**src/rtl/product_acc_pkg.sv**
```systemverilog
// Shared definitions for the product accumulator slice.
//   state_t  : accumulator FSM states (ACCUM collects products, HOLD presents a result)
//   ACC_W    : product / sum width
//   COUNT_W  : width of the per-group term counter
//   ACC_MAX  : largest representable signed sum (positive clamp value)
//   ACC_MIN  : smallest representable signed sum (negative clamp value)
package product_acc_pkg;

  localparam int ACC_W   = 64;
  localparam int COUNT_W = 8;

  localparam logic [ACC_W-1:0] ACC_MAX = 64'h7FFF_FFFF_FFFF_FFFF;
  localparam logic [ACC_W-1:0] ACC_MIN = 64'h8000_0000_0000_0000;

  typedef enum logic {
    ACCUM = 1'b0,
    HOLD  = 1'b1
  } state_t;

endpackage

```
**src/rtl/product_accumulator_if.sv**
```systemverilog
// Handshake bundle between the multiplier, the accumulator and the result consumer.
//   in_valid/in_ready/in_prod/in_last     : product stream into the accumulator
//   out_valid/out_ready/out_sum/out_count/out_ovf : group result stream out
// Modports:
//   master : the environment side (drives products, accepts results)
//   slave  : the accumulator side
interface product_accumulator_if;
  import product_acc_pkg::*;

  logic               in_valid;
  logic               in_ready;
  logic [ACC_W-1:0]   in_prod;
  logic               in_last;
  logic               out_valid;
  logic               out_ready;
  logic [ACC_W-1:0]   out_sum;
  logic [COUNT_W-1:0] out_count;
  logic               out_ovf;

  modport master (
    output in_valid, in_prod, in_last, out_ready,
    input  in_ready, out_valid, out_sum, out_count, out_ovf
  );

  modport slave (
    input  in_valid, in_prod, in_last, out_ready,
    output in_ready, out_valid, out_sum, out_count, out_ovf
  );

endinterface

```
**src/rtl/sat_add64.sv**
```systemverilog
// Combinational 64-bit signed add with saturation.
//   a, b : signed two's-complement operands
//   sum  : a + b clamped to [ACC_MIN, ACC_MAX]
//   sat  : high when the clamp was applied
module sat_add64
  import product_acc_pkg::*;
(
  input  logic [63:0] a,
  input  logic [63:0] b,
  output logic [63:0] sum,
  output logic        sat
);

  logic [64:0] wide;

  // NOTE: every combinational output gets a default at the top of the block so no
  // path leaves it unassigned and no latch is inferred.
  always_comb begin
    wide = {a[63], a} + {b[63], b};
    sum  = wide[63:0];
    sat  = 1'b0;
    // The 65-bit result fits in 64 bits only when its top two bits agree; the
    // extra sign bit tells which direction overflowed.
    if (wide[64] != wide[63]) begin
      sat = 1'b1;
      sum = wide[64] ? ACC_MIN : ACC_MAX;
    end
  end

endmodule

```
**src/rtl/product_accumulator.sv**
```systemverilog
// Signed saturating accumulator for groups of 64-bit products.
//   clk : rising-edge clock
//   rst : synchronous, active-high reset
//   bus : product input stream and group-result output stream (slave side)
// A group closes on a product flagged in_last, or when MAX_TERMS products have
// been accepted. The result is then held on the output until taken; no new
// products are accepted while the result is pending.
module product_accumulator
  import product_acc_pkg::*;
#(
  parameter int MAX_TERMS = 16,
  parameter int W         = ACC_W
) (
  input  logic                 clk,
  input  logic                 rst,
  product_accumulator_if.slave bus
);

  state_t             state_q, state_d;
  logic [W-1:0]       acc_q;
  logic [COUNT_W-1:0] count_q;
  logic               ovf_q;

  logic [COUNT_W-1:0] count_inc;
  logic [W-1:0]       sum_next;
  logic               sat_hit;
  logic               accept;
  logic               take;
  logic               closes;

  sat_add64 u_sat_add (
    .a   (acc_q),
    .b   (bus.in_prod),
    .sum (sum_next),
    .sat (sat_hit)
  );

  assign count_inc = count_q + 1'b1;
  assign closes    = bus.in_last || (count_inc == COUNT_W'(MAX_TERMS));

  // Handshakes depend only on the registered state, so ready/valid never
  // combinationally follow the opposite side's valid/ready.
  assign accept = bus.in_valid  && (state_q == ACCUM);
  assign take   = bus.out_ready && (state_q == HOLD);

  always_comb begin
    state_d = state_q;
    unique case (state_q)
      ACCUM: if (accept && closes) state_d = HOLD;
      HOLD:  if (take)             state_d = ACCUM;
    endcase
  end

  // NOTE: sequential state uses non-blocking assignments so every register
  // samples the pre-edge values, independent of statement order.
  always_ff @(posedge clk) begin
    if (rst) begin
      state_q <= ACCUM;
      acc_q   <= '0;
      count_q <= '0;
      ovf_q   <= 1'b0;
    end else begin
      state_q <= state_d;
      if (accept) begin
        acc_q   <= sum_next;
        count_q <= count_inc;
        ovf_q   <= ovf_q | sat_hit;
      end else if (take) begin
        acc_q   <= '0;
        count_q <= '0;
        ovf_q   <= 1'b0;
      end
    end
  end

  assign bus.in_ready  = (state_q == ACCUM);
  assign bus.out_valid = (state_q == HOLD);
  assign bus.out_sum   = acc_q;
  assign bus.out_count = count_q;
  assign bus.out_ovf   = ovf_q;

endmodule

```
**src/flat_wrapper.sv**
```systemverilog
// flat-port wrapper written by rule: the top's interface ports become plain ports
module product_accumulator_flat import product_acc_pkg::*;
#(
  parameter int MAX_TERMS = 16,
  parameter int W         = ACC_W
)
  (clk, rst, bus_in_valid, bus_in_prod, bus_in_last, bus_out_ready, bus_in_ready, bus_out_valid, bus_out_sum, bus_out_count, bus_out_ovf);
  product_accumulator_if bus_i ();
  input  logic clk;
  input  logic rst;
  input wire logic [$bits(bus_i.in_valid)-1:0] bus_in_valid;
  input wire logic [$bits(bus_i.in_prod)-1:0] bus_in_prod;
  input wire logic [$bits(bus_i.in_last)-1:0] bus_in_last;
  input wire logic [$bits(bus_i.out_ready)-1:0] bus_out_ready;
  output wire logic [$bits(bus_i.in_ready)-1:0] bus_in_ready;
  output wire logic [$bits(bus_i.out_valid)-1:0] bus_out_valid;
  output wire logic [$bits(bus_i.out_sum)-1:0] bus_out_sum;
  output wire logic [$bits(bus_i.out_count)-1:0] bus_out_count;
  output wire logic [$bits(bus_i.out_ovf)-1:0] bus_out_ovf;
  assign bus_i.in_valid = bus_in_valid;
  assign bus_i.in_prod = bus_in_prod;
  assign bus_i.in_last = bus_in_last;
  assign bus_i.out_ready = bus_out_ready;
  assign bus_in_ready = bus_i.in_ready;
  assign bus_out_valid = bus_i.out_valid;
  assign bus_out_sum = bus_i.out_sum;
  assign bus_out_count = bus_i.out_count;
  assign bus_out_ovf = bus_i.out_ovf;
  product_accumulator #(.MAX_TERMS(MAX_TERMS), .W(W)) u_core (.clk(clk), .rst(rst), .bus(bus_i));
endmodule
```
**config.mk**
```make
export PLATFORM = sky130hd
export DESIGN_NAME = product_accumulator_flat
export DESIGN_NICKNAME = d
export VERILOG_FILES = /design/src/rtl/product_acc_pkg.sv /design/src/rtl/product_accumulator_if.sv /design/src/rtl/sat_add64.sv /design/src/rtl/product_accumulator.sv /design/src/flat_wrapper.sv
export SDC_FILE = /design/constraint.sdc
export NUM_CORES = 1
export LEC_CHECK = 0
export BUFFER_PORTS_ARGS = -buffer_cell sky130_fd_sc_hd__buf_4
export CAP_MARGIN = 20
export CORE_MARGIN = 5
export CORE_UTILIZATION = 57
export DETAILED_ROUTE_END_ITERATION = 12
export PLACE_DENSITY = 0.82
export SYNTH_ARGS = -nofsm -noshare
export SYNTH_HDL_FRONTEND = slang
export SYNTH_HIERARCHICAL = 1
export SYNTH_SLANG_ARGS = --single-unit
```
**constraint.sdc**
```tcl
create_clock -name clk -period 5.3 [get_ports clk]
set_input_delay 1.06 -clock clk [delete_from_list [all_inputs] [get_ports clk]]
set_output_delay 1.06 -clock clk [all_outputs]
set_load 0.01 [all_outputs]
```
Word level (Yosys, flattened, before mapping)
Cells that the tools add are included.
- flip-flop bits (word level): 74
- input port bits: 69
- output and inout port bits: 75
- logic and storage cells: 27
- add/subtract/negate cells: 2
- equality and inequality tests: 2
- muxes and demuxes: 12
- bitwise gates (word level): 2
- reduce and logical (&&, ||, !) cells: 5
- operator list (kind ; number):
    64-bit 2-to-1 mux ; 4
    64-bit by 64-bit adder with 65-bit output ; 1
    8-bit 2-to-1 mux ; 2
    8-bit by 1-bit adder with 8-bit output, second input constant ; 1
    8-bit by 5-bit == test with 1-bit output, second input constant ; 1
    1-bit 2-to-1 mux ; 5
    1-bit logical AND ; 3
    1-bit one-hot mux with 2 select lines ; 1
    2-bit nonzero test ; 1
    1-bit logical OR ; 1
    1-bit != test ; 1
    1-bit NOT ; 1
    1-bit OR ; 1

Longest topological paths before layout
Gate-level depths: netlist (run 1).
- depth after elaboration: 6
- mapped depth: 14
- depth with buffers taken out: 13

Cells and area by module
The synthesis (run 1) kept the hierarchy.
- by module, submodules not included (module ; times used ; cells each ; area each (µm²)):
    sat_add64 ; 1 ; 694 ; 4513.1
    product_accumulator ; 1 ; 273 ; 2611.3

Worst setup path after synthesis (run 1)
Ideal clock, no wire load.
- path kind: input to register
- from: input port bus_in_prod[15]
- to: register u_core.acc_q[23], in the netlist u_core/bus.out_sum[23]
- library setup time: 0.128 ns
- data arrival time: 3.848 ns
- required time: 5.172 ns
- setup slack: 1.324 ns
- stages on the path: 13
- path buffers: 1
- cell sequence: ha_1 -> nand2_1 -> or3_1 -> or4_4 -> nor3b_2 -> a32oi_2 -> a211oi_2 -> o22a_4 -> mux2i_4 -> clkbuf_1 -> o21ai_0 -> a22oi_1 -> nor2_1
- cells in the longest elaborated chain, start to end: 4
- elaborated cells on any way between the ends: 5
- classes of those cells: add/sub (1); eq/ne (1); mux (3)
- RTL lines (what ; RTL line ; source):
    start, declared ; flat_wrapper.sv:12 ; input wire logic [$bits(bus_i.in_prod)-1:0] bus_in_prod;
    64-bit by 64-bit adder with 65-bit output * ; sat_add64.sv:19 ; wide = {a[63], a} + {b[63], b};
    64-bit 2-to-1 mux / 1-bit != test (equally long branches) ; sat_add64.sv:26, sat_add64.sv:24 ;
    64-bit 2-to-1 mux * ; sat_add64.sv:24 ; if (wide[64] != wide[63]) begin
    net u_core.sum_next[23] ; product_accumulator.sv:25 ; logic [W-1:0] sum_next;
    64-bit 2-to-1 mux * ; product_accumulator.sv:64 ; if (accept) begin
    end signal, assigned ; product_accumulator.sv:65 ; acc_q <= sum_next;
    end, declared ; product_accumulator.sv:20 ; logic [W-1:0] acc_q;
The timed path passes the listed nets; every way through them passes the cells marked *.
A chain may end at the register's enable or synchronous reset.

Final worst setup path (run 1)
- from: input port bus_in_prod[0]
- to: register u_core.acc_q[32], in the netlist u_core/bus.out_sum[32]
The elaborated chain is that of the path after synthesis.

==> summary.md, run 1 <==
| Metric | Value |
|---|---|
| Status | `completed` |
| Area contributors post-synth | `dfxtp_1, ha_1, a22oi_1, a21oi_1, o21ai_0` |
| Per-cell routed wire length | `17.4 um` |
| TNS Setup | `0 ns` |
| Cell Count, Final, Fillers Out | `1236` |
| Die ar. | `14800 um^2` |
| XOR/XNOR Fraction of Synth Area | `0.0676` |
| Drt total wl | `21500 um` |
| Fin nets | `1199` |
| ANT nets after route | `0` |
| Mapped Area | `7120 um^2` |
| Core area | `12100 um^2` |
| FFs w/ async S/R, synth | `0` |
| Final worst hold slack | `0.508 ns` |
| Share of Yosys cell area claimed by the top area cell type | `0.208` |
| Worst rel slew slack | `0.380` |
| CP top delay family | `compound AO/OA/AOI/OAI gates` |
| Kind of end point of the critical path | `flip-flop` |
| Via count | `7826` |
| Setup crit start kind | `input port` |
| IO buf count | `143` |
| GP Congestion | `0.945` |
| Final setup violation count | `0` |
| Placement Cell Area | `8210 um^2` |
| Final worst-path cycle share | `0.839` |
| Synth cell types | `61` |
| Buf/Inv on CP | `1` |
| Post-synthesis cell count | `967` |
| Post-synthesis net count | `1102` |
| Avg Synthesized Cell Area | `7.37 um^2` |
| RSZ-0062 raised after global routing | `no` |
| Synthesis-to-finish area growth | `20.3%` |
| GRT Util Overall | `0.282` |
| Ys flop type | `dfxtp_1` |
| Slew Limit Fails | `0` |
| Post-CTS Hold Buffers | `0` |
| CTS clock-pin slew for the worst setup and hold paths | `0.06 ns` |
| Area leader, netlist | `dfxtp_1` |
| Tightest Pin Transition | `0.927 ns` |
| Initial DRC Count | `700` |
| Final-report hold violation count | `0` |
| Largest family of logic cells by synthesized area | `compound AO/OA/AOI/OAI gates` |
| Power Density | `388 nW/um^2` |
| Die X | `122 um` |
| Initial core utilization | `0.588` |
| Largest net degree at the start of global routing | `76` |
| Clk_skew | `0.00789 ns` |
| Crit-path slowest cell | `mux2_2` |
| Gates resized, CTS repair | `0` |
| Static leakage | `3.78 nW` |
| CTS root buffer | `clkbuf_16` |
| Critical Path RT | `5.51 ns` |
| Synth warn | `6` |
| Drc violations | `0` |
| Deepest clock path buffer count | `2` |
| Sequential fraction of the synthesis area | `0.208` |
| Worst path arrival time | `4.65 ns` |
| # H-tree levels | `3` |
| Fin crit period | `4.45 ns` |
| Post-CTS Repair Setup Buffers | `0` |
| Num CTS Buffers | `9` |
| Post-Synth Adder-Cell Area | `0.117` |
| DP Wirelength | `16200 um` |
| Vias in the first global route | `7032` |
| Number of synthesized flops with an enable pin | `0` |
| HP Class | `reg -> reg` |
| Worst-skew pair later-pin latency | `0.35 ns` |
| Antenna diodes | `0` |
| CTS tree | `yes` |
| Flops & latches, synth | `74` |
| First-pass GRT wire length | `34500 um` |
| Simple-Gate Fraction of Synth Area | `0.189` |
| First-pass DRT Iterations | `5` |
| Setup CP Type | `in -> reg` |
| Crit path cell chain | `buf_4 > ha_1 > fa_1 > a21o_1 > a221o_1 > a41oi_1 > a21oi_1 > nor2_1 > a21o_1 > and3_1 > mux2_2 > o21ai_0 > a22oi_1 > nor2_1` |
| Max_cap viols | `0` |
| Worst vdd ir | `0.166 mV` |
| CTS sink count | `74` |
| Commonest cells after routing, fill and taps aside | `buf_4, nor2_1, a21oi_1` |
| Initial antenna violation count | `0` |
| Crit path max fanout | `23` |
| Share of cells above drive strength 1 | `0.174` |
| Fmax | `0.225 GHz` |
| Commonest non-fill, non-tap cell in the layout | `buf_4` |
| Mux contribution to synthesized area | `0.0105` |
| IO Pins | `144` |
| Largest stage delay, worst path | `0.51 ns` |
| Rows | `40` |
| DIE HEIGHT | `122 um` |
| Vias per std cell | `6.33` |
| Placed cell count | `1220` |
| Global route overflow | `0` |
| Final instance area | `8570 um^2` |
| Fill cells | `1051` |
| Compound-cell area share of the yosys netlist | `0.356` |
[stage by stage]
step | total power [W] | util | setup WS (ns)
after global placement | 0.00255 | 0.678 | 0.661
after CTS | 0.00329 | 0.706 | 0.944
after global routing | 0.00355 | 0.708 | 0.655
after floorplan | 0.00206 | - | 1.32
after detailed placement | 0.00257 | 0.678 | 0.595
final | 0.00332 | 0.708 | 0.854
[state kept, by name (all words and copies together), names as in the netlist]
register              cells
u_core/bus.out_sum       64
u_core/bus.out_count      8
u_core/bus.out_ovf        1
u_core/bus.out_valid      1
[worst paths after layout]
check	start	endpoint	slack, ns	cells past startpoint
hold / removal	u_core/bus.out_ovf	u_core/bus.out_ovf	0.51	2
setup reg to reg	u_core/bus.out_sum[0]	u_core/bus.out_sum[32]	1.33	13
setup / recovery	bus_in_prod[0]	u_core/bus.out_sum[32]	0.85	14
hold reg to reg	u_core/bus.out_ovf	u_core/bus.out_ovf	0.51	2
[routing by layer]
metal	part of all wire	up-vias	GRT usage
met1	0.46	3648	0.396
met3	0.074	39	0.0381
met5	0	-	0
li1	-	3791	-
met2	0.44	348	0.444
met4	0.025	0	0.0966
[Yosys cell counts (all sizes together) (11+ instances only)]
master and count:
a21o 38, a21oi 92, a22oi 66, a31oi 15, buf 17, clkbuf 48, dfxtp 74, ha 65
inv 25, nand2 63, nand3 13, nand4 25, nor2 109, nor3 22, o211ai 14, o21a 11
o21ai 91, o21bai 13, o31ai 15, xnor2 36, xor2 19
[cell type report]
class / instances / area (um^2) / area share
clock buffer: 10 / 239 / 0.0279
clock inverter: 5 / 103 / 0.0120
inverter: 25 / 93.8 / 0.0109
multi-input combinational: 803 / 5300 / 0.618
sequential: 74 / 1480 / 0.173
tap: 168 / 210 / 0.0245
timing repair buffer: 151 / 1150 / 0.134
[worst min-delay path: stages (launching register included)]
cell and delay [ns]:
dfxtp_1 0.33, a22oi_1 0.07, nor2_1 0.07
[power by group]
group          switching, W  leakage, nW  internal [W]  total [W]
registers         0.0000958        0.608      0.000661   0.000757
logic               0.00105         3.01      0.000794    0.00185
clock network      0.000249        0.165      0.000469   0.000718
total               0.00140         3.78       0.00192    0.00332
[kinds of logic after synthesis]
family	count (synthesis)
buf+inv	90
xor+xnor	55
fa+ha+maj	66
compound gates	391
simple gates	285
flops	74
mux	6
Power figures use the tool's default switching activity.
==> run 2, diff against run 1 <==
--- a/config.mk
+++ b/config.mk
@@ -8,9 +8,9 @@
 export BUFFER_PORTS_ARGS = -buffer_cell sky130_fd_sc_hd__buf_4
 export CAP_MARGIN = 20
 export CORE_MARGIN = 5
-export CORE_UTILIZATION = 57
+export CORE_UTILIZATION = 51
 export DETAILED_ROUTE_END_ITERATION = 12
-export PLACE_DENSITY = 0.82
+export PLACE_DENSITY = 0.78
 export SYNTH_ARGS = -nofsm -noshare
 export SYNTH_HDL_FRONTEND = slang
 export SYNTH_HIERARCHICAL = 1
==> constraint.sdc (replaced) <==
create_clock -name clk -period 4.03 [get_ports clk]
set_input_delay 0.806 -clock clk [delete_from_list [all_inputs] [get_ports clk]]
set_output_delay 0.806 -clock clk [all_outputs]
set_load 0.01 [all_outputs]
==> summary.md, run 2 (synthesis gave the netlist of run 1 again) <==
| Metric | Value |
|---|---|
| Static leakage | `3.92 nW` |
| Fill cells | `1301` |
| Share of cells above drive strength 1 | `0.197` |
| Tightest Pin Transition | `0.895 ns` |
| Global route overflow | `0` |
| Final-report hold violation count | `0` |
| Post-CTS Hold Buffers | `0` |
| Setup CP Type | `in -> reg` |
| Worst Hold End | `u_core/bus.out_ovf` |
| Final instance area | `8790 um^2` |
| Power Density | `487 nW/um^2` |
| Synthesis-to-finish area growth | `23.3%` |
| DP Wirelength | `17000 um` |
| Area occupied by multi-input gates | `5290 um^2` |
| Rows | `43` |
| Core area | `13800 um^2` |
| First-pass GRT wire length | `36600 um` |
| Via count | `7973` |
| Max_cap viols | `0` |
| Final setup violation count | `0` |
| R2R Path Start | `u_core/bus.out_sum[0]` |
| Placed cell count | `1263` |
| Worst R2R Path Depth | `14` |
| Min-Delay Startpoint | `u_core/bus.out_ovf` |
| WHS Path Cells | `2` |
| M1 GR Usage | `0.361` |
| IO Pins | `144` |
| Antenna diodes | `0` |
| Max reg flops | `64` |
| Initial core utilization | `0.517` |
| Status | `completed` |
| Reg2Reg Setup Slack | `0.46 ns` |
| IO buf count | `143` |
| GRT Util Overall | `0.266` |
| Initial antenna violation count | `0` |
| Met3 Use GR | `0.0400` |
| Commonest non-fill, non-tap cell in the layout | `buf_4` |
| Power Total | `0.00428 W` |
| CTS root buffer | `clkbuf_16` |
| Worst vdd ir | `0.221 mV` |
| HP Class | `reg -> reg` |
| Worst path arrival time | `3.93 ns` |
| Final worst-path cycle share | `0.926` |
| GRT met2 Usage | `0.423` |
| Crit path max fanout | `20` |
| Fin nets | `1230` |
| Reg2reg end | `u_core/bus.out_sum[42]` |
| Commonest cells after routing, fill and taps aside | `buf_4, nor2_1, a21oi_1` |
| Fmax | `0.268 GHz` |
| Initial DRC Count | `638` |
| CTS clock-pin slew for the worst setup and hold paths | `0.06 ns` |
| Post-CTS Repair Setup Buffers | `0` |
| Setup crit start kind | `input port` |
| Cell Count, Final, Fillers Out | `1280` |
| Register area | `1480 um^2` |
| Gates resized, CTS repair | `0` |
| Kind of end point of the critical path | `flip-flop` |
| ANT nets after route | `0` |
| Slew Limit Fails | `0` |
| Worst rel slew slack | `0.402` |
| First-pass DRT Iterations | `5` |
| Die ar. | `16400 um^2` |
| Worst-skew pair later-pin latency | `0.35 ns` |
| CTS tree | `yes` |
| Placement Cell Area | `8490 um^2` |
| Fin util | `0.638` |
| GP Congestion | `0.970` |
| Largest net degree at the start of global routing | `76` |
| Clk_skew | `0.0136 ns` |
| Vias in the first global route | `7591` |
| Drc violations | `0` |
| Deepest clock path buffer count | `2` |
| Num CTS Buffers | `9` |
| Fin crit period | `3.73 ns` |
| Per-cell routed wire length | `17.3 um` |
| Vias per std cell | `6.23` |
| DIE HEIGHT | `128 um` |
| Critical Path RT | `4.23 ns` |
| RSZ-0062 raised after global routing | `no` |
| # H-tree levels | `3` |
| Die X | `128 um` |
| CTS sink count | `74` |
| GR peak layer | `met2` |
| Drt total wl | `22200 um` |
[run 2: cell count changes in the layout (fill, tap and decap cells not counted), sizes merged]
| cell | change |
|---|---|
| buf | +31 |
| clkinv | +4 |
| clkbuf | -1 |
| bufinv | -3 |
| inv | +1 |
[run 2: final cells by class]
| class | instances | area share |
|---|---|---|
| Clock buffer | 9 | 0.0256 |
| Timing Repair Buffer | 182 | 0.162 |
| Sequential cell | 74 | 0.169 |
| Inverter | 25 | 0.0107 |
| Clock inverter | 7 | 0.00513 |
| Multi-Input combinational cell | 803 | 0.602 |
| Tap cell | 180 | 0.0256 |
[run 2: worst max path at each step]
stage / startpoint / endpoint / depth (start not counted) / slack, ns
after CTS: bus_in_prod[0] / u_core/bus.out_sum[2] / 15 / 0.36
after floorplan: bus_in_prod[15] / u_core/bus.out_sum[23] / 13 / 0.31
after global placement: bus_in_prod[0] / u_core/bus.out_sum[2] / 15 / 0.07
after detailed placement: bus_in_prod[0] / u_core/bus.out_sum[62] / 14 / -0.002
final: bus_in_prod[0] / u_core/bus.out_sum[42] / 15 / 0.30
after global routing: bus_in_prod[0] / u_core/bus.out_sum[62] / 14 / 0.09
[run 2: routing by layer]
metal | share of wire | wire (um) | vias up
met2 | 0.45 | 10000 | 362
met3 | 0.077 | 1720 | 47
met1 | 0.44 | 9860 | 3708
met4 | 0.025 | 545 | 0
met5 | 0 | 0 | -
li1 | - | - | 3856
[run 2: power breakdown]
group / switching [W] / internal, W
clock: 0.000336 / 0.000415
combinational: 0.00140 / 0.00113
sequential: 0.000129 / 0.000869
total: 0.00187 / 0.00241
[run 2: per-stage QoR]
step                TNS [ns]  worst slack (ns)  hold slack, ns
finish                     0             0.297           0.499
global route               0            0.0873           0.559
CTS                        0             0.365           0.512
detailed placement  -0.00175          -0.00175           0.500
global placement           0            0.0660           0.493
floorplan                  0             0.308           0.532
[run 2: worst max-delay path, cell delays in order]
cell	delay [ns]
buf_4	0.11
ha_1	0.21
fa_1	0.41
a21o_1	0.22
a221o_1	0.38
a41oi_1	0.29
a21oi_1	0.10
nor2_1	0.15
a21o_1	0.19
a21oi_1	0.14
mux2i_4	0.20
buf_4	0.30
o21ai_0	0.15
a22oi_1	0.19
nor2_1	0.06
